## src/rtl/sobel_stream.sv

```systemverilog
// Streaming 3x3 Sobel edge detector: two line buffers build the window, Gx/Gy are thresholded into binary edge maps.
// Latency: a result appears 3 cycles after the pixel that completes its window (S1 window, S2 gradients, S3 compare).
// Backpressure: none; every valid pixel is accepted and stages advance every cycle regardless of i_in_valid.
// Ports: i_clk/i_reset (sync, active-high), i_in_valid/i_in_pixel (raster stream), i_threshold/i_mode (latched at pixel (0,0)),
//        o_out_valid (one pulse per interior pixel), o_out_x/o_out_y (8'd255 on edge), o_out_last (last interior pixel of frame).
module sobel_stream #(
    parameter int PIX_W = 8,
    parameter int IMG_W = 128,
    parameter int IMG_H = 128,
    parameter int TH_W  = 20
) (
    input  logic             i_clk,
    input  logic             i_reset,
    input  logic             i_in_valid,
    input  logic [PIX_W-1:0] i_in_pixel,
    input  logic [TH_W-1:0]  i_threshold,
    input  logic [1:0]       i_mode,
    output logic             o_out_valid,
    output logic [7:0]       o_out_x,
    output logic [7:0]       o_out_y,
    output logic             o_out_last
);
    localparam int COL_W = $clog2(IMG_W);
    localparam int ROW_W = $clog2(IMG_H);
    localparam int G_W   = PIX_W + 3;   // signed gradient width, never overflows
    localparam int S_W   = PIX_W + 4;   // |Gx|+|Gy| width
    localparam int C_W   = TH_W + 1;    // common signed compare width

    // ---------------- position counters ----------------
    logic [COL_W-1:0] r_col;
    logic [ROW_W-1:0] r_row;
    logic             w_col_end;
    logic             w_row_end;
    logic             w_first;
    logic             w_win_full;

    assign w_col_end  = (r_col == COL_W'(IMG_W - 1));
    assign w_row_end  = (r_row == ROW_W'(IMG_H - 1));
    assign w_first    = (r_col == '0) && (r_row == '0);
    // col>=2 also keeps the window from straddling a line wrap
    assign w_win_full = (r_col >= COL_W'(2)) && (r_row >= ROW_W'(2));

    always_ff @(posedge i_clk) begin
        if (i_reset) begin
            r_col <= '0;
            r_row <= '0;
        end else if (i_in_valid) begin
            if (w_col_end) begin
                r_col <= '0;
                r_row <= w_row_end ? '0 : r_row + ROW_W'(1);
            end else begin
                r_col <= r_col + COL_W'(1);
            end
        end
    end

    // ---------------- per-frame threshold / mode ----------------
    logic signed [TH_W-1:0] r_th;
    logic [1:0]             r_mode;

    always_ff @(posedge i_clk) begin
        if (i_reset) begin
            r_th   <= '0;
            r_mode <= '0;
        end else if (i_in_valid && w_first) begin
            r_th   <= i_threshold;
            r_mode <= i_mode;
        end
    end

    // ---------------- line buffers (contents need no reset) ----------------
    logic [PIX_W-1:0] r_lb0 [0:IMG_W-1];   // row r-1
    logic [PIX_W-1:0] r_lb1 [0:IMG_W-1];   // row r-2
    logic [PIX_W-1:0] w_lb0_rd;
    logic [PIX_W-1:0] w_lb1_rd;

    assign w_lb0_rd = r_lb0[r_col];
    assign w_lb1_rd = r_lb1[r_col];

    always_ff @(posedge i_clk) begin
        if (i_in_valid) begin
            r_lb1[r_col] <= w_lb0_rd;
            r_lb0[r_col] <= i_in_pixel;
        end
    end

    // ---------------- S1: window register ----------------
    logic [PIX_W-1:0]       r_win [0:8];
    logic                   r_s1_vld;
    logic                   r_s1_last;
    logic signed [TH_W-1:0] r_s1_th;
    logic [1:0]             r_s1_mode;

    always_ff @(posedge i_clk) begin
        if (i_reset) begin
            for (int i = 0; i < 9; i++) r_win[i] <= '0;
            r_s1_vld  <= 1'b0;
            r_s1_last <= 1'b0;
            r_s1_th   <= '0;
            r_s1_mode <= '0;
        end else begin
            r_s1_vld  <= i_in_valid && w_win_full;
            r_s1_last <= i_in_valid && w_col_end && w_row_end;
            // interior pixels are never (0,0), so the frame copy is already current
            r_s1_th   <= r_th;
            r_s1_mode <= r_mode;
            if (i_in_valid) begin
                r_win[0] <= r_win[1];
                r_win[1] <= r_win[2];
                r_win[2] <= w_lb1_rd;
                r_win[3] <= r_win[4];
                r_win[4] <= r_win[5];
                r_win[5] <= w_lb0_rd;
                r_win[6] <= r_win[7];
                r_win[7] <= r_win[8];
                r_win[8] <= i_in_pixel;
            end
        end
    end

    // ---------------- S2: gradients ----------------
    logic signed [G_W-1:0] w_p [0:8];
    logic signed [G_W-1:0] w_gx;
    logic signed [G_W-1:0] w_gy;

    always_comb begin
        for (int i = 0; i < 9; i++) w_p[i] = $signed({3'b000, r_win[i]});
    end

    assign w_gx = (w_p[2] - w_p[0]) + ((w_p[5] - w_p[3]) <<< 1) + (w_p[8] - w_p[6]);
    assign w_gy = (w_p[0] - w_p[6]) + ((w_p[1] - w_p[7]) <<< 1) + (w_p[2] - w_p[8]);

    logic signed [G_W-1:0]  r_s2_gx;
    logic signed [G_W-1:0]  r_s2_gy;
    logic                   r_s2_vld;
    logic                   r_s2_last;
    logic signed [TH_W-1:0] r_s2_th;
    logic [1:0]             r_s2_mode;

    always_ff @(posedge i_clk) begin
        if (i_reset) begin
            r_s2_gx   <= '0;
            r_s2_gy   <= '0;
            r_s2_vld  <= 1'b0;
            r_s2_last <= 1'b0;
            r_s2_th   <= '0;
            r_s2_mode <= '0;
        end else begin
            r_s2_gx   <= w_gx;
            r_s2_gy   <= w_gy;
            r_s2_vld  <= r_s1_vld;
            r_s2_last <= r_s1_last && r_s1_vld;
            r_s2_th   <= r_s1_th;
            r_s2_mode <= r_s1_mode;
        end
    end

    // ---------------- S3: threshold compare ----------------
    logic [G_W-1:0]        w_gx_abs;
    logic [G_W-1:0]        w_gy_abs;
    logic [S_W-1:0]        w_sum;
    logic signed [C_W-1:0] w_th_c;
    logic signed [C_W-1:0] w_gx_c;
    logic signed [C_W-1:0] w_gy_c;
    logic signed [C_W-1:0] w_ax_c;
    logic signed [C_W-1:0] w_ay_c;
    logic signed [C_W-1:0] w_sum_c;
    logic                  w_x_edge;
    logic                  w_y_edge;

    assign w_gx_abs = r_s2_gx[G_W-1] ? $unsigned(-r_s2_gx) : $unsigned(r_s2_gx);
    assign w_gy_abs = r_s2_gy[G_W-1] ? $unsigned(-r_s2_gy) : $unsigned(r_s2_gy);
    assign w_sum    = {1'b0, w_gx_abs} + {1'b0, w_gy_abs};

    assign w_th_c  = {r_s2_th[TH_W-1], r_s2_th};
    assign w_gx_c  = {{(C_W-G_W){r_s2_gx[G_W-1]}}, r_s2_gx};
    assign w_gy_c  = {{(C_W-G_W){r_s2_gy[G_W-1]}}, r_s2_gy};
    assign w_ax_c  = {{(C_W-G_W){1'b0}}, w_gx_abs};
    assign w_ay_c  = {{(C_W-G_W){1'b0}}, w_gy_abs};
    assign w_sum_c = {{(C_W-S_W){1'b0}}, w_sum};

    always_comb begin
        w_x_edge = 1'b0;
        w_y_edge = 1'b0;
        case (r_s2_mode)
            2'd1: begin
                w_x_edge = w_ax_c > w_th_c;
                w_y_edge = w_ay_c > w_th_c;
            end
            2'd2: begin
                w_x_edge = w_sum_c > w_th_c;
                w_y_edge = w_sum_c > w_th_c;
            end
            default: begin   // mode 3 behaves as signed mode 0
                w_x_edge = w_gx_c > w_th_c;
                w_y_edge = w_gy_c > w_th_c;
            end
        endcase
    end

    always_ff @(posedge i_clk) begin
        if (i_reset) begin
            o_out_valid <= 1'b0;
            o_out_last  <= 1'b0;
            o_out_x     <= '0;
            o_out_y     <= '0;
        end else begin
            o_out_valid <= r_s2_vld;
            o_out_last  <= r_s2_vld && r_s2_last;
            // edge maps hold their last value between results
            if (r_s2_vld) begin
                o_out_x <= w_x_edge ? 8'd255 : 8'd0;
                o_out_y <= w_y_edge ? 8'd255 : 8'd0;
            end
        end
    end

endmodule

```

## config.mk

```make
export PLATFORM = sky130hd
export DESIGN_NAME = sobel_stream
export DESIGN_NICKNAME = d
export VERILOG_FILES = /design/src/rtl/sobel_stream.sv
export SDC_FILE = /design/constraint.sdc
export NUM_CORES = 2
export LEC_CHECK = 0
export BUFFER_PORTS_ARGS = -buffer_cell sky130_fd_sc_hd__buf_2
export CAP_MARGIN = 20
export CORE_ASPECT_RATIO = 1.25
export CORE_UTILIZATION = 35
export DETAILED_ROUTE_END_ITERATION = 10
export GPL_ROUTABILITY_DRIVEN = 0
export MAX_ROUTING_LAYER = met4
export PLACE_DENSITY = 0.46
export REMOVE_ABC_BUFFERS = 1
export SYNTH_ARGS = -nofsm -noshare
export SYNTH_HDL_FRONTEND = slang
export SYNTH_SLANG_ARGS = --single-unit
```

## constraint.sdc

```tcl
create_clock -name i_clk -period 9.6 [get_ports i_clk]
set_clock_uncertainty 0.1 [all_clocks]
set_input_delay 1.92 -clock i_clk [delete_from_list [all_inputs] [get_ports i_clk]]
set_output_delay 1.92 -clock i_clk [all_outputs]
set_load 0.005 [all_outputs]
```

==> flow_metrics.env <==
export IMPL_status="complete, no violations"
export IMPL_grt_overflow_total=0
export IMPL_finalSetupTns_ns=0
export IMPL_grt_pass1_wl_um=355000
export IMPL_clk_pin_slew_ns=0.06
export IMPL_dr_pass1_iters=6
export IMPL_cts_buffer_depth=4
export IMPL_wl_um=250000
export IMPL_power_density_nw_per_um2=223
export IMPL_synth_async_reset_ratio_pct=0
export IMPL_ys_warn_count=0
export IMPL_drtIter0Drc=4090
export IMPL_postRouteAntennaNets=0
export IMPL_finalCritPeriodShare_pct=55.5
export IMPL_cts_buffers_inserted=228
export IMPL_avgSynthCellArea_um2=19.3
export IMPL_yosysSeqAreaShare_pct=73.1
export IMPL_cp_end_kind="flip-flop"
export IMPL_grt_antenna_before_repair=15
export IMPL_slew_headroom_pct=22.5
export IMPL_critPathRequiredTime_ns=10.03
export IMPL_syn_to_final_growth_pct=13.6
export IMPL_initial_core_util_pct=35.2
export IMPL_final_max_slew_violation_count=0
export IMPL_die_area_um2=260000
export IMPL_reg2reg_slack_ns=4.28
export IMPL_h_tree_depth=4
export IMPL_max_cap_violations=0
export IMPL_cts_sinks=2237
export IMPL_ys_ff_latch=2237
export IMPL_tightestPinTransition_ns=1.16
export IMPL_design_area_um2=102000
export IMPL_synth_cells=4665
export IMPL_clk_latency_ns=0.89
export IMPL_worst_ep_arrival_time_ns=5.75
export IMPL_vias=44866
export IMPL_hpwl_um=154000
export IMPL_min_path_type="reg2reg"
export IMPL_max_freq_ghz=0.188
export IMPL_root_buffer="clkbuf_16"
export IMPL_row_count=208
export IMPL_postLayoutCoreUtil_pct=39.9
export IMPL_rsz0062_at_grt="false"
export IMPL_start_kind="flip-flop"
export IMPL_syn_area_um2=90200
export IMPL_cts_repair_resized=0
export IMPL_drc=0
export IMPL_cts_tree="done"
export IMPL_track_usage_pct=19.7
export IMPL_vias_per_cell=5.29
export IMPL_nets=5166
export IMPL_placed_cells=8069
export IMPL_wl_per_cell_um=29.4
export IMPL_drive_gt1_share_pct=22.0
export IMPL_finalCriticalPeriod_ns=5.32
export IMPL_grt_max_degree=93
export IMPL_fin_cells=8487
export IMPL_die_width_um=456
export IMPL_cts_hold_buf=0
export IMPL_ioPinCount=51
export IMPL_design_core_area_um2=257000
export IMPL_grt_pass1_vias=46343
export IMPL_port_buffer_count=50
export IMPL_die_y_um=570
export IMPL_ir_worst_vdd_uv=157
export IMPL_synthFlopType="edfxtp_1"
export IMPL_cellLeakagePower_nw=32.3
export IMPL_place_area_um2=95300
export IMPL_critPathKind="reg2reg"
export IMPL_synth_edf_count=2120
export IMPL_finalSetupViolCount=0
export IMPL_postCtsSetupBuffers=0
export IMPL_crit_fanout=80
export IMPL_synth_distinct_cells=66
export IMPL_hold_viol=0
[synthesized netlist by cell type (all sizes together), types with 3 or more instances]
| master | number | share of area, % |
|---|---|---|
| a21o | 30 | 0.25 |
| a31oi | 21 | 0.15 |
| or4 | 3 | 0.025 |
| xnor2 | 58 | 0.56 |
| a211oi | 4 | 0.033 |
| o21a | 10 | 0.083 |
| inv | 144 | 0.60 |
| o211ai | 21 | 0.17 |
| buf | 154 | 1.2 |
| or3 | 12 | 0.083 |
| nand3 | 34 | 0.19 |
| nor2b | 81 | 0.56 |
| nor2 | 270 | 1.1 |
| o21ai | 68 | 0.38 |
| a221oi | 39 | 0.38 |
| mux4 | 486 | 12 |
| a21oi | 93 | 0.52 |
| nor4 | 22 | 0.21 |
| a22oi | 49 | 0.41 |
| fa | 27 | 0.60 |
| o21bai | 9 | 0.075 |
| a221o | 9 | 0.10 |
| ha | 161 | 2.2 |
| mux2 | 16 | 0.20 |
| xor2 | 24 | 0.23 |
| nand3b | 3 | 0.029 |
| mux2i | 151 | 1.7 |
| nand4 | 15 | 0.10 |
| a22o | 8 | 0.078 |
| edfxtp | 2120 | 71 |
| and2 | 51 | 0.35 |
| a2111oi | 6 | 0.058 |
| o31ai | 6 | 0.050 |
| nand2b | 23 | 0.16 |
| o22ai | 95 | 0.66 |
| nand2 | 82 | 0.34 |
| a21boi | 6 | 0.050 |
| nor3 | 19 | 0.11 |
| o31a | 17 | 0.17 |
| clkbuf | 74 | 0.31 |
| or2 | 9 | 0.062 |
| dfxtp | 117 | 2.6 |
| and3 | 4 | 0.028 |
[where the power goes]
group	switching [mW]	leakage [nW]	internal [mW]	total, mW
Clock	3.76	3.45	4.82	8.58
Sequential	0.104	20.1	10.9	11.0
Combinational	1.88	8.72	1.33	3.21
[metal layers]
metal / routed length, µm / share of wire [%] / track usage [%] / up-vias
li1: - / - / - / 19400
met1: 107000 / 43 / 25.8 / 24111
met2: 126000 / 50 / 32.8 / 1046
met3: 10600 / 4.3 / 2.00 / 309
met4: 5830 / 2.3 / 4.88 / 0
met5: 0 / 0 / - / -
[per-stage QoR]
stage | total power [mW] | setup WS [ns] | hold slack (ns)
4_1_cts | 23.1 | 4.14 | 0.336
5_1_grt | 23.8 | 3.93 | 0.343
6_report | 22.8 | 4.28 | 0.325
3_3_place_gp | 14.5 | 4.15 | 0.319
3_5_place_dp | 14.5 | 4.16 | 0.325
2_1_floorplan | 14.0 | -18.44 | 0.306
[final cells by class]
| class | count | area [µm²] |
|---|---|---|
| diodes | 5 | 12.5 |
| clock inverters | 115 | 1040 |
| flip-flops and latches | 2237 | 66000 |
| multi-input cells | 2055 | 22500 |
| repair buffers | 278 | 2140 |
| inverters | 145 | 544 |
| fillers | 23049 | 154000 |
| well taps | 3360 | 4200 |
| clock buffers | 292 | 6020 |
[flip-flops by register name, indices dropped and copies added, names as in the netlist, 2 cells and up, named ones only]
signal	cells
r_row	7
r_s2_mode	2
r_col	7
r_s1_mode	2
r_mode	2
r_s2_th	20
r_lb1	1024
r_s2_gx	11
r_win	72
r_s2_gy	11
r_th	20
r_lb0	1024
r_s1_th	20
[worst paths after layout]
check,start,endpoint,cells after the start
min reg2reg,r_s1_th[19]$_SDFF_PP0_,r_s2_th[19]$_SDFF_PP0_,1
min,r_s1_th[19]$_SDFF_PP0_,r_s2_th[19]$_SDFF_PP0_,1
max,flip-flop,r_lb1[55][1]$_DFFE_PP_,9
max reg2reg,flip-flop,r_lb1[55][1]$_DFFE_PP_,9
[logic make-up (layout without fill, tap and decap cells)]
family	Yosys count	in the layout	synth area share (%)
compound gates	498	498	3.67
buf+inv	373	830	2.09
fa+ha+maj	188	188	2.83
flops	2237	2237	73.1
mux	653	653	14.0
xor+xnor	82	82	0.796
other cells	0	5	0
simple gates	634	634	3.44
[critical path, cell delays in order, from the launching register on]
cell	delay (ns)
dfxtp_4	0.69
buf_4	0.63
buf_4	0.92
mux2i_1	0.17
a22oi_1	0.24
a31oi_1	0.14
a22o_1	0.42
nor4_4	0.25
buf_4	0.48
buf_4	0.76
[layout by cell type, fill, tap and decap left out, types with 58 or more instances in the layout]
master,n
mux2i_1,151
edfxtp_1,2120
clkbuf_1,58
mux4_2,480
buf_4,226
inv_1,144
dfxtp_1,112
nand2_1,81
ha_1,161
nor2b_1,78
clkbuf_16,229
o22ai_1,95
nor2_1,262
a21oi_1,93
o21ai_0,64
xnor2_1,58
Power figures use the tool's default switching activity.
